File: src/rtl/vel_frame_tx_if.sv
// vel_frame_tx_if: sample input, byte stream output and status for vel_frame_tx.
// slave = framer side, master = producer/sink side.
interface vel_frame_tx_if #(
  parameter int FIFO_DEPTH = 8
);
  logic [15:0]                   vel_in;
  logic                          vel_valid;
  logic [7:0]                    tx_data;
  logic                          tx_valid;
  logic                          tx_ready;
  logic                          overflow;
  logic [$clog2(FIFO_DEPTH):0]   fifo_level;

  modport slave (
    input  vel_in, vel_valid, tx_ready,
    output tx_data, tx_valid, overflow, fifo_level
  );

  modport master (
    output vel_in, vel_valid, tx_ready,
    input  tx_data, tx_valid, overflow, fifo_level
  );
endinterface

File: src/rtl/vel_frame_tx.sv
// vel_frame_tx: buffers signed 16-bit velocity samples in a FIFO and emits
// each one as a byte frame SYNC, SEQ, HI, LO [, CHK] on a valid/ready stream.
// Define VEL_FRAME_CHECKSUM_EN to append CHK = SEQ ^ HI ^ LO (5-byte frames).
module vel_frame_tx #(
  parameter int          FIFO_DEPTH = 8,
  parameter logic [7:0]  SYNC_BYTE  = 8'hA5
) (
  input  logic           clk,
  input  logic           rst,
  vel_frame_tx_if.slave  bus
);
  localparam int AW = $clog2(FIFO_DEPTH);

  typedef enum logic [2:0] {
    S_IDLE, S_SYNC, S_SEQ, S_HI, S_LO
`ifdef VEL_FRAME_CHECKSUM_EN
    , S_CHK
`endif
  } state_t;

  state_t      r_state, w_next;
  logic [15:0] r_mem [FIFO_DEPTH];
  logic [AW:0] r_wr, r_rd;
  logic [15:0] r_vel;
  logic [7:0]  r_seq;
  logic        r_ovf;

  logic        w_empty, w_full, w_pop, w_push, w_last;
  logic [7:0]  w_data;

  // Extra pointer bit separates full from empty when the indices match.
  assign w_empty = (r_wr == r_rd);
  assign w_full  = (r_wr[AW] != r_rd[AW]) && (r_wr[AW-1:0] == r_rd[AW-1:0]);
  // A pop on the same edge frees the slot, so a full FIFO still accepts.
  assign w_push  = bus.vel_valid && (!w_full || w_pop);

  assign bus.tx_valid   = (r_state != S_IDLE);
  assign bus.tx_data    = w_data;
  assign bus.overflow   = r_ovf;
  assign bus.fifo_level = r_wr - r_rd;

  // Next state, pop request and byte mux; tx_ready only gates advancing.
  always_comb begin
    w_next = r_state;
    w_pop  = 1'b0;
    w_last = 1'b0;
    w_data = 8'h00;
    case (r_state)
      S_IDLE: begin
        if (!w_empty) begin
          w_pop  = 1'b1;
          w_next = S_SYNC;
        end
      end
      S_SYNC: begin
        w_data = SYNC_BYTE;
        if (bus.tx_ready) w_next = S_SEQ;
      end
      S_SEQ: begin
        w_data = r_seq;
        if (bus.tx_ready) w_next = S_HI;
      end
      S_HI: begin
        w_data = r_vel[15:8];
        if (bus.tx_ready) w_next = S_LO;
      end
      S_LO: begin
        w_data = r_vel[7:0];
`ifdef VEL_FRAME_CHECKSUM_EN
        if (bus.tx_ready) w_next = S_CHK;
`else
        if (bus.tx_ready) w_last = 1'b1;
`endif
      end
`ifdef VEL_FRAME_CHECKSUM_EN
      S_CHK: begin
        w_data = r_seq ^ r_vel[15:8] ^ r_vel[7:0];
        if (bus.tx_ready) w_last = 1'b1;
      end
`endif
      default: w_next = S_IDLE;
    endcase
    // End of frame: chain straight into the next queued sample, no bubble.
    if (w_last) begin
      if (!w_empty) begin
        w_pop  = 1'b1;
        w_next = S_SYNC;
      end else begin
        w_next = S_IDLE;
      end
    end
  end

  // Sample storage; contents are don't-care until written, so no reset.
  always_ff @(posedge clk) begin
    if (w_push) r_mem[r_wr[AW-1:0]] <= bus.vel_in;
  end

  // FSM state, FIFO pointers, frame register, sequence counter, sticky overflow.
  always_ff @(posedge clk or posedge rst) begin
    if (rst) begin
      r_state <= S_IDLE;
      r_wr    <= '0;
      r_rd    <= '0;
      r_vel   <= '0;
      r_seq   <= '0;
      r_ovf   <= 1'b0;
    end else begin
      r_state <= w_next;
      if (w_push) r_wr <= r_wr + 1'b1;
      if (w_pop) begin
        r_rd  <= r_rd + 1'b1;
        r_vel <= r_mem[r_rd[AW-1:0]];
      end
      if (w_last) r_seq <= r_seq + 8'd1;
      if (bus.vel_valid && !w_push) r_ovf <= 1'b1;
    end
  end
endmodule

File: src/flat_wrapper.sv
// flat-port wrapper written by rule: the top's interface ports become plain ports
module vel_frame_tx_flat 
#(
  parameter int          FIFO_DEPTH = 8,
  parameter logic [7:0]  SYNC_BYTE  = 8'hA5
)
  (clk, rst, bus_vel_in, bus_vel_valid, bus_tx_ready, bus_tx_data, bus_tx_valid, bus_overflow, bus_fifo_level);
  vel_frame_tx_if #(.FIFO_DEPTH(FIFO_DEPTH)) bus_i ();
  input  logic clk;
  input  logic rst;
  input wire logic [$bits(bus_i.vel_in)-1:0] bus_vel_in;
  input wire logic [$bits(bus_i.vel_valid)-1:0] bus_vel_valid;
  input wire logic [$bits(bus_i.tx_ready)-1:0] bus_tx_ready;
  output wire logic [$bits(bus_i.tx_data)-1:0] bus_tx_data;
  output wire logic [$bits(bus_i.tx_valid)-1:0] bus_tx_valid;
  output wire logic [$bits(bus_i.overflow)-1:0] bus_overflow;
  output wire logic [$bits(bus_i.fifo_level)-1:0] bus_fifo_level;
  assign bus_i.vel_in = bus_vel_in;
  assign bus_i.vel_valid = bus_vel_valid;
  assign bus_i.tx_ready = bus_tx_ready;
  assign bus_tx_data = bus_i.tx_data;
  assign bus_tx_valid = bus_i.tx_valid;
  assign bus_overflow = bus_i.overflow;
  assign bus_fifo_level = bus_i.fifo_level;
  vel_frame_tx #(.FIFO_DEPTH(FIFO_DEPTH), .SYNC_BYTE(SYNC_BYTE)) u_core (.clk(clk), .rst(rst), .bus(bus_i));
endmodule
File: config.mk
export PLATFORM = sky130hd
export DESIGN_NAME = vel_frame_tx_flat
export DESIGN_NICKNAME = d
export VERILOG_FILES = /design/src/rtl/vel_frame_tx_if.sv /design/src/rtl/vel_frame_tx.sv /design/src/flat_wrapper.sv
export SDC_FILE = /design/constraint.sdc
export NUM_CORES = 1
export LEC_CHECK = 0
export CORE_MARGIN = 3
export CORE_UTILIZATION = 55
export CTS_BUF_LIST = sky130_fd_sc_hd__clkbuf_8
export CTS_CLUSTER_DIAMETER = 60
export CTS_CLUSTER_SIZE = 30
export DETAILED_ROUTE_END_ITERATION = 10
export PLACE_DENSITY = 0.8
export RECOVER_POWER = 100
export SYNTH_ARGS = -nofsm -noshare
export SYNTH_HDL_FRONTEND = slang
export SYNTH_SLANG_ARGS = --single-unit
File: constraint.sdc
create_clock -name clk -period 5.9 [get_ports clk]
set_input_delay 1.18 -clock clk [delete_from_list [all_inputs] [get_ports clk]]
set_output_delay 1.18 -clock clk [all_outputs]
set_load 0.1 [all_outputs]
# Yosys cells after proc, flatten, opt, wreduce, memory -nomap -nowiden
# Memory sizes are Yosys's and may differ from the RTL's. A register that Yosys moved wholly into a read port is not among the register bits.
# Cells that the tools add are included.
[word_totals]
reg_bits = 20
mem_bits_rw = 128
wordCells = 47
mem_count = 1
[op_classes]
n_reduce_logical = 9
mux = 16
n_eq_ne = 12
add_sub_neg = 4
[mem_list]
columns = ["memory", "words", "width", "rd", "rd_ports_with_merged_regs", "write_ports", "line", "text"]
rows = [
  ["u_core.r_mem", 8, 16, 1, 1, 1, "vel_frame_tx.sv:22", "logic [15:0] r_mem [FIFO_DEPTH];"],
]
[op_table]
columns = ["cell", "count"]
rows = [
  ["8-bit case mux with 4 select lines", 1],
  ["3-bit two-way mux", 5],
  ["3-bit case mux with 5 select lines", 1],
  ["1-bit two-way mux", 9],
  ["3-bit by 2-bit != test with 1-bit output, second input constant", 3],
  ["4-bit by 1-bit adder with 4-bit output, second input constant", 2],
  ["8-bit by 1-bit adder with 8-bit output, second input constant", 1],
  ["3-bit by 2-bit == test with 1-bit output, second input constant", 2],
  ["5-bit AND reduction", 1],
  ["4-bit == test", 1],
  ["4-bit subtractor", 1],
  ["3-bit by 1-bit == test with 1-bit output, second input constant", 1],
  ["3-bit == test", 1],
  ["3-bit == test, second input constant", 1],
  ["1-bit logical AND", 3],
  ["3-bit zero test", 1],
  ["3-bit != test, second input constant", 1],
  ["3-bit nonzero test", 1],
  ["1-bit zero test", 2],
  ["2-bit by 1-bit != test with 1-bit output, second input constant", 1],
  ["1-bit logical OR", 1],
  ["1-bit != test", 1],
]

# Longest topological paths before layout
# Gate-level depths: netlist of the first run.
[logic_depth]
depth_word = 9
ltp_mapped = 9

# Worst setup path before layout of the first run
# No wires, ideal clock.
[synth_timing]
kind = "reg-to-output"
startpoint = "reg u_core.r_state[1]"
endpoint = "out bus_tx_data[5]"
t_arrival_ns = 3.119
path_slack_ns = 1.601
path_stages_with_launch = 5
cell_sequence = "dfrtp_1 > buf_2 > buf_1 > a21oi_1 > o31ai_1"
[synth_via]
elab_chain_len = 2
word_cells_on_any_way = 5
[synth_rtl]
columns = ["item", "line", "text"]
rows = [
  ["from (decl)", "vel_frame_tx.sv:21", "state_t r_state, w_next;"],
  ["from (signal assigned)", "vel_frame_tx.sv:109", "r_state <= w_next;"],
  ["3-bit == test (tied with other cells)", "vel_frame_tx.sv:48", "case (r_state)"],
  ["8-bit case mux with 4 select lines (*)", "vel_frame_tx.sv:48", ""],
  ["to (decl)", "flat_wrapper.sv:14", "output wire logic [$bits(bus_i.tx_data)-1:0] bus_tx_data;"],
]
# Every way passes the cells marked *; elsewhere a longest branch is shown, timed or not.

# Final worst setup path of the first run
[layout_timing]
startpoint = "reg u_core.r_rd[2]"
endpoint = "out bus_fifo_level[3]"
[layout_via]
elab_chain_len = 1
[layout_rtl]
columns = ["item", "line", "text"]
rows = [
  ["from (decl)", "vel_frame_tx.sv:23", "logic [AW:0] r_wr, r_rd;"],
  ["from (signal assigned)", "vel_frame_tx.sv:112", "r_rd <= r_rd + 1'b1;"],
  ["4-bit subtractor", "vel_frame_tx.sv:40", "assign bus.fifo_level = r_wr - r_rd;"],
  ["to (decl)", "flat_wrapper.sv:17", "output wire logic [$bits(bus_i.fifo_level)-1:0] bus_fifo_level;"],
]
# Every way passes these cells.

==> results of run 1 <==
[layer usage]
| metal | vias up | GRT usage | wire length [um] |
|---|---|---|---|
| met4 | 0 | 0.06342 | 155 |
| met1 | 1746 | 0.2687 | 4992 |
| met2 | 113 | 0.3122 | 6057 |
| li1 | 1568 | - | - |
| met5 | - | 0 | 0 |
| met3 | 17 | 0.05535 | 747 |
[placed cells by master, fill, tap and decap left out, types with 4 or more instances in the layout]
| master | netlist | routed |
|---|---|---|
| dlygate4sd3_1 | 0 | 32 |
| mux2i_1 | 16 | 16 |
| a21oi_1 | 6 | 6 |
| and3_1 | 4 | 4 |
| edfxtp_1 | 128 | 128 |
| nor2_1 | 11 | 11 |
| dfrtp_1 | 36 | 35 |
| xor2_1 | 6 | 6 |
| clkbuf_8 | 0 | 17 |
| xnor2_1 | 10 | 10 |
| nand2_1 | 29 | 29 |
| nor3_1 | 4 | 5 |
| clkbuf_1 | 6 | 10 |
| nand3_1 | 6 | 6 |
| mux4_2 | 32 | 32 |
| o21ai_0 | 5 | 20 |
| ha_1 | 6 | 6 |
| inv_1 | 12 | 14 |
[state kept, by name, indices dropped and copies added, names as in the netlist]
register and cells:
u_core.r_state 3, u_core.r_seq 8, u_core.r_rd 4, u_core.r_wr 4
u_core.bus.overflow 1, u_core.r_vel 16, u_core.r_mem 128
[worst register-to-register path, stage by stage (launching register included)]
cell      delay [ns]
dfrtp_1         0.33
buf_4           0.30
inv_1           0.13
ha_1            0.36
and3_1          0.18
o311ai_0        0.24
nand2_2         0.23
nor3_1          0.22
clkbuf_1        0.92
[worst paths after layout]
path | from | endpoint | slack (ns) | depth (start not counted)
worst max register to register | u_core.r_rd[2] | u_core.r_mem[6][9] | 2.60 | 8
worst min register to register | u_core.bus.overflow | u_core.bus.overflow | 0.48 | 1
worst min-delay path | u_core.bus.overflow | u_core.bus.overflow | 0.48 | 1
max in group asynchronous | rst | u_core.r_rd[0] | 2.84 | 3
worst max-delay path | u_core.r_rd[2] | bus_fifo_level[3] | 1.56 | 6
min in group asynchronous | rst | u_core.r_state[1] | 1.85 | 3
[metrics by stage]
stage | instances | hold slack (ns) | utilization | instance area [um^2]
after detailed placement | 550 | 0.4650 | 0.6190 | 7189
after floorplan | 380 | 0.4459 | - | 6663
final | 581 | 0.4752 | 0.6459 | 7501
after CTS | 581 | 0.4808 | 0.6530 | 7584
after global routing | 581 | 0.4995 | 0.6459 | 7501
after global placement | 550 | 0.4399 | 0.6190 | 7189
[layout make-up]
| class | instances | area [um^2] | area share |
|---|---|---|---|
| Clock buffer | 17 | 234.0 | 0.03119 |
| Clock inverter | 14 | 160.2 | 0.02135 |
| Inverter | 12 | 45.04 | 0.006005 |
| Multi-Input combinational cell | 185 | 1747 | 0.2329 |
| Sequential cell | 164 | 4746 | 0.6327 |
| Tap cell | 143 | 178.9 | 0.02385 |
| Timing Repair Buffer | 46 | 390.4 | 0.05204 |
[cell families after synthesis]
group,synth area share
flip-flops,0.7121
buffers and inverters,0.02291
adder cells (fa/ha/maj),0.01427
XOR/XNOR,0.02347
AO/OA/AOI/OAI,0.04319
multiplexers,0.1373
AND/OR/NAND/NOR,0.04676
==> run_results.csv, run 1 <==
group,metric,value,unit
run_status,status,"finished, violations left",
run_status,violations,"capacitance limit, slew limit",
die,core,11610,um^2
cts,post_cts_buffers,0,
synthesis,synth_cells,380,
worst_hold_path,hold_path.class,"flop to flop",
critical_path,worstPathArrival,3.16,ns
sta,drv_slew,37,
place,gp_congestion,0.8195,
route,viasPerCell,5.928,
route,routed_wirelength,11.95,mm
grt,grt_start_max_net_pins,37,
cts,ctsResizeCount,0,
synthesis,netlist_area,6663,um^2
synthesis,synth_edf_count,128,
cts,cts_tree,"built",
cts,holdBufCountCts,0,
place,numPortBuffers,33,
sta,rsz0062_at_grt,"false",
grt,antenna_found_initial,0,
critical_path,crit_type,"flop to output pin",
die,die_y,116.1,um
synthesis,yosysUniqueCellTypes,44,
route,vias,3444,
sta,maxSlewHeadroom,-0.2606,
sta,final-hold-violation-count,0,
sta,tns,0,ns
finish,antenna_cells,0,
cts,cts_buffer_depth,2,
cts,cts.sinks,164,
synthesis,avgSynthCellArea,17.53,um^2
die,initial_utilization,0.5737,
critical_path,crit_family,"buffers and inverters",
critical_path,crit_required,4.72,ns
grt,grt_pass1_vias,3564,
sta,setup_viol,0,
finish,nFillCells,833,
synthesis,ys_top_cells_by_count,"128 x edfxtp_1, 36 x dfrtp_1, 32 x mux4_2",
synthesis,ys_warn_count,0,
route,ant_nets,0,
cts,worstSkewPairLatency,0.45,ns
critical_path,critical_path_buf_inv_count,3,
cts,numCtsBuffers,17,
finish,drive_gt1_frac,0.1621,
cts,htree_levels,4,
finish,areaGrowthSynthToFinish,12.58,%
critical_path,start_kind,"flop",
critical_path,crit_path_max_fanout,18,
critical_path,cp_slowest_stage_delay,1.22,ns
synthesis,syn_nets,407,
cts,cts_root_buf,"clkbuf_8",
synthesis,synth-seq-cells,164,
die,top_level_ports,34,
critical_path,cp-end-kind,"output pin",
place,pre_cts_ws,2.077,ns
finish,nets,453,
critical_path,crit_slowest_cell,"dlygate4sd3_1",
synthesis,synth_top_area_frac,0.5769,
die,num_rows,39,
place,dp.final_hpwl,7.502,mm
sta,max_freq,0.2304,GHz
sta,worst_pin_slew,1.891,ns
sta,min_period,4.339,ns
grt,grt_overflow,0,
synthesis,synth_flop_cell,"edfxtp_1",
route,drt-pass1-iter-count,5,
synthesis,synth_top_area_cell,"edfxtp_1",
die,dieWidth,116.1,um
die,dieArea,13470,um^2
sta,setup_slack,1.561,ns
route,route.detailed.drc,0,
synthesis,synth.area.top_cells,"edfxtp_1 58%, dfrtp_1 14%, mux4_2 11%, mux2i_1 2.4%, nand2_1 1.6%",
synthesis,yosysMostFrequentCell,"edfxtp_1",
route,wire_per_inst,20.57,um
sta,clock_skew,0.008879,ns
grt,grt_usage,0.1969,
sta,post-route-period-util,0.7355,
synthesis,async_flop_share,0.2195,
grt,grt_pass1_wl,19.33,mm
cts,clk_pin_slew,0.08,ns
synthesis,yosysSeqAreaShare,0.7121,
route,drtIter0Drc,398,
flow_run,drv_cap,1,
critical_path,worstPathCellList,"buf_4, inv_1, ha_1, a21oi_1, xor2_1, dlygate4sd3_1",
Power of run 1 is not shown: default switching activity piles up to over one toggle a cycle in this logic, so the estimate is an artifact.
==> run 2, diff against run 1 <==
- clock period: 5.9 -> 4 ns (I/O delays scaled with it)
==> run 2 against run 1 <==
  * The run still ends with capacitance limit, slew limit left
  * First-iteration DRC count decreased by 41%
  * Largest cell class unchanged
  * Cell count increased by 0.17%
  * Hold slack improved by 0.0066 ns
  * Setup slack got worse by 0.93 ns
  * Non-clock buffer count unchanged
  * Global-route usage decreased by 0.36 points
  * Clock skew decreased by 0.00088 ns
  * Sequential cell count unchanged
  * Highest routed layer unchanged
  * Via count decreased by 1.5%
  * Die area unchanged
  * Cell area decreased by 0.62%
  * Sequential share of layout area increased by 0.39 points
==> run_results.csv, run 2 (synthesized netlist as in run 1, its figures left out) <==
group,metric,value,unit
run_status,status,"finished, violations left",
run_status,violations,"capacitance limit, slew limit",
route,route.detailed.drc,0,
cts,ctsResizeCount,0,
sta,drv_slew,37,
cts,cts_tree,"built",
place,dp.final_hpwl,7.560,mm
sta,maxSlewHeadroom,-0.2836,
cts,htree_levels,4,
critical_path,worstPathArrival,3.44,ns
worst_hold_path,worstHoldEndpoint,"u_core.bus.overflow",
route,ant_nets,0,
cts,cts.sinks,164,
route,drt-pass1-iter-count,4,
critical_path,crit_required,4.07,ns
sta,max_freq,0.2968,GHz
worst_hold_path,worstHoldStart,"u_core.bus.overflow",
critical_path,rr_worst_depth,8,
route,drtIter0Drc,235,
cts,holdBufCountCts,0,
finish,drive_gt1_frac,0.1891,
critical_path,crit_slowest_cell,"clkbuf_1",
sta,worst_pin_slew,1.925,ns
route,routed_wirelength,11.88,mm
sta,clock_skew,0.008003,ns
finish,antenna_cells,0,
place,gp_congestion,0.8606,
finish,final_cell_mix,"128 x edfxtp_1, 35 x dfrtp_1, 32 x mux4_2",
sta,post-route-period-util,0.8423,
finish,nets,453,
critical_path,worstPathCellList,"dlygate4sd3_1, nor2b_1, o311ai_0, nand3_1, nor2_1, clkbuf_1",
finish,layout_commonest_cell,"edfxtp_1",
finish,areaGrowthSynthToFinish,11.89,%
grt,grt_pass1_vias,3518,
worst_hold_path,hold_path_depth,1,
critical_path,r2r_slack,0.83,ns
critical_path,start_kind,"primary input",
sta,min_period,3.369,ns
cts,cts_buffer_depth,2,
critical_path,cp-end-kind,"flop",
critical_path,crit_path_max_fanout,16,
route,viasPerCell,5.830,
die,top_level_ports,34,
grt,grt_pass1_wl,18.66,mm
cts,post_cts_buffers,0,
die,dieArea,13470,um^2
grt,antenna_found_initial,0,
route,vias,3393,
die,die_y,116.1,um
sta,setup_viol,0,
finish,largest_reg_flops,128,
place,numPortBuffers,33,
sta,rsz0062_at_grt,"false",
sta,final-hold-violation-count,0,
cts,cts_root_buf,"clkbuf_8",
die,dieWidth,116.1,um
critical_path,crit_type,"primary input to flop",
grt,grt_start_max_net_pins,37,
critical_path,cp_slowest_stage_delay,0.83,ns
critical_path,r2r-end,"u_core.r_mem[3][9]",
sta,tns,0,ns
grt,grt_overflow,0,
critical_path,r2r-start,"u_core.r_rd[2]",
worst_hold_path,hold_path.class,"flop to flop",
die,core,11610,um^2
route,wire_per_inst,20.40,um
grt,grt_usage,0.1933,
flow_run,drv_cap,1,
cts,numCtsBuffers,17,
die,num_rows,39,
cts,clk_pin_slew,0.08,ns
cts,worstSkewPairLatency,0.46,ns
die,initial_utilization,0.5737,
run 2: cell types whose count changed in the layout (fill, tap and decap cells not counted), moves of 2 or more:
cell and delta:
buf_4 +9, clkinvlp_4 -2, clkbuf_2 +3, dlygate4sd3_1 -13
run 2: routing by layer:
metal | global-route usage | vias to the layer above | routed length, um
met3 | 0.05901 | 19 | 550
met2 | 0.3188 | 81 | 6040
li1 | - | 1561 | -
met4 | 0.07657 | 0 | 216
met1 | 0.2424 | 1732 | 5067
met5 | 0 | - | 0
run 2: through the flow:
step / worst slack (ns) / hold slack, ns / utilization / area, um^2 / cells
after CTS: 0.8373 / 0.4877 / 0.6494 / 7542 / 582
after global routing: 0.3982 / 0.5079 / 0.6419 / 7455 / 582
after floorplan: 0.08062 / 0.4459 / - / 6663 / 380
after global placement: 1.156 / 0.4654 / 0.6173 / 7169 / 550
final: 0.6307 / 0.4817 / 0.6419 / 7455 / 582
after detailed placement: 1.098 / 0.4742 / 0.6173 / 7169 / 550
run 2: cell type report:
type | count | area, um^2
fillers | 824 | 4159
multi-input cells | 185 | 1749
flip-flops and latches | 164 | 4746
clock buffers | 17 | 234.0
well taps | 143 | 178.9
repair buffers | 46 | 362.8
inverters | 12 | 45.04
clock inverters | 15 | 138.9
run 2: worst max path at each step:
stage / from / end / slack, ns / depth (start not counted)
after floorplan: u_core.r_state[1] / bus_tx_data[5] / 0.08 / 4
after global placement: bus_tx_ready / u_core.r_mem[0][12] / 1.16 / 6
after detailed placement: bus_tx_ready / u_core.r_mem[0][12] / 1.10 / 6
after CTS: u_core.r_rd[2] / bus_fifo_level[3] / 0.84 / 6
after global routing: bus_tx_ready / u_core.r_mem[3][5] / 0.40 / 6
final: bus_tx_ready / u_core.r_mem[3][9] / 0.63 / 6
run 2: worst max-delay path, delay by kind of cell:
kind / cells / cell delay [ns]
and+or+nand+nor: 3 / 0.54
buffers and inverters: 2 / 1.48
AOI/OAI and AO/OA: 1 / 0.62
Power of run 2 is left out for the same reason.
==> patch, RTL diff (config.mk and constraints of run 2) <==
`FIFO_DEPTH` is set to 8 in 3 places; all go to 4.
--- a/src/rtl/vel_frame_tx_if.sv
+++ b/src/rtl/vel_frame_tx_if.sv
@@ -1,7 +1,7 @@
 // vel_frame_tx_if: sample input, byte stream output and status for vel_frame_tx.
 // slave = framer side, master = producer/sink side.
 interface vel_frame_tx_if #(
-  parameter int FIFO_DEPTH = 8
+  parameter int FIFO_DEPTH = 4
 );
   logic [15:0]                   vel_in;
   logic                          vel_valid;
--- a/src/rtl/vel_frame_tx.sv
+++ b/src/rtl/vel_frame_tx.sv
@@ -2,7 +2,7 @@
 // each one as a byte frame SYNC, SEQ, HI, LO [, CHK] on a valid/ready stream.
 // Define VEL_FRAME_CHECKSUM_EN to append CHK = SEQ ^ HI ^ LO (5-byte frames).
 module vel_frame_tx #(
-  parameter int          FIFO_DEPTH = 8,
+  parameter int          FIFO_DEPTH = 4,
   parameter logic [7:0]  SYNC_BYTE  = 8'hA5
 ) (
   input  logic           clk,
--- a/src/flat_wrapper.sv
+++ b/src/flat_wrapper.sv
@@ -1,7 +1,7 @@
 // flat-port wrapper written by rule: the top's interface ports become plain ports
 module vel_frame_tx_flat 
 #(
-  parameter int          FIFO_DEPTH = 8,
+  parameter int          FIFO_DEPTH = 4,
   parameter logic [7:0]  SYNC_BYTE  = 8'hA5
 )
   (clk, rst, bus_vel_in, bus_vel_valid, bus_tx_ready, bus_tx_data, bus_tx_valid, bus_overflow, bus_fifo_level);
Ports: changed (resized bus_fifo_level); port bits go from 34 to 33. The function was not compared with the original's and may differ.
==> patch against run 2 <==
  * The flow still finishes with violations (capacitance limit, slew limit)
  * Count of clock-buffer cells in the layout shrank 8
  * Sequential cell count shrank 66
  * Non-clock buffer count shrank 10
  * Utilization grew 1.0 points
  * Via count shrank 38%
  * Final area shrank 36%
  * Die area shrank 35%
  * Clock skew grew 0.0017 ns
  * Worst setup slack lost 0.045 ns
  * Wire length shrank 39%
  * Synthesized area shrank 37%
  * Critical endpoint is now bus_tx_data[2]
Power is not shown: default switching activity piles up to over one toggle a cycle in this logic, so the estimate is an artifact.
==> patch: results (changes against run 2) <==
Status
The flow ran to the end, but the final reports show violations. The checks that failed: capacitance limit, slew limit.

Placed design
The placer's final routability congestion estimate is 0.753 (-13%). The cell count after placement is 371 (-33%).

Cells and area
The number of non-filler instances in the completed layout is 387 (-34%). The ratio of cells with drive above 1 in the final layout is 22.9% (+4.0 points). The number of flip-flops in the largest register was 64 (-50%). The count of plain and timing-repair buffers is 36 (-22%). The final-stage net count is 312 (-31%). The number of inserted filler cells in the final layout is 508 (-38%). The multi-input gate share of total cell area is 27.7% (+4.2 points). The number of logic inverters in the finished layout came to 10 (-2). The register share of the cell area is 58.0% (-5.7 points). The clock-cell share of area is 4.58% (-0.42 points).

Synth
The compound-cell area share of the yosys netlist is 5.31% (+0.99 points). The sequential cell area fraction in the yosys report is 66.1% (-5.1 points). The area share of xor/xnor cells in the synthesized design came to 2.68% (+0.34 points).

The post-synthesis cell type count is 45 (+2.3%). The adder-cell share of the synthesized area came to 2.86% (+1.4 points). The total nets after synthesis was 275 (-32%). Sorting the synthesized cells by area gives the leading types as edfxtp_1 (46%), dfrtp_1 (20%), mux4_2 (8.6%), mux2_4 (3.2%), ha_1 (2.4%). The fraction of synthesized area in multiplexers is 15.1% (+1.4 points). The average size of a mapped cell is 17.1 sq um (-2.7%).

Detailed routing
The final wirelength is 7220 um (-39%). The routed metal-1 wire length is 3420 um (-33%). The number of vias in the routed layout is 2,109 (-38%). The uppermost layer routed is met4. The starting DRC count in detailed routing is 112 (-52%). The met2 wire length is 3480 um (-42%).

Global route
The met1 layer usage reported by global route is 25.8% (+1.6 points). The global-route wire length before repair was 11,800 um (-37%). The met3 layer usage reported by global route is 4.10% (-1.8 points). The total track usage is 18.3% (-1.1 points). The largest net degree at the start of global routing is 35 (-5.4%). The via count of the first global-routing pass is 2,231 (-37%).

STA
The final max-slew violation count is 54 (+46%). The slew at the pin closest to its max-slew limit is 1.88 ns (-0.0496 ns). The largest clock skew in the final design came to 0.00971 ns (+0.00171 ns).

Critical path
The source of the worst register-to-register timing path is u_core.r_rd[0]. The delay of the slowest cell on the worst path is 0.90 ns (+0.07 ns). The top fanout value on the critical path is 19 (+3). The number of cells on the worst reg-to-reg path is 5 (-3). The capture point of the worst reg-to-reg path is u_core.r_rd[1]. The data arrival time of the critical path was 2.61 ns (-0.83 ns).

Clocking
The clock latency on the worst-skew pair is 0.36 ns (-0.10 ns). The post-CTS resize count came to 0 (unchanged). The total CTS buffers was 9 (-8).

The number of levels the H-tree was split into is 3 (-1).

Job
The count of maximum capacitance violations is 2 (+1).

Hold path
The class of the most critical hold timing path is reg2reg. The start point of the worst min-delay path is u_core.bus.overflow.
## patch: metrics by stage
step                utilization (%)  area, sq um  worst slack (ns)
global placement               62.8         4600              1.05
CTS                            65.8         4820              1.03
floorplan                         -         4210             0.704
finish                         65.2         4780             0.586
global route                   65.2         4780             0.457
detailed placement             62.8         4600             0.976
## patch: worst max path at each step
stage                      start                   to  slack [ns]  cells past startpoint
2_1_floorplan  u_core.r_state[0]       bus_tx_data[1]        0.70                      4
5_1_grt        u_core.r_state[0]       bus_tx_data[2]        0.46                      4
6_report       u_core.r_state[0]       bus_tx_data[2]        0.59                      4
3_3_place_gp        bus_tx_ready  u_core.r_mem[0][14]        1.05                      4
4_1_cts        u_core.r_state[0]       bus_tx_data[7]        1.03                      4
3_5_place_dp        bus_tx_ready   u_core.r_mem[0][9]        0.98                      4
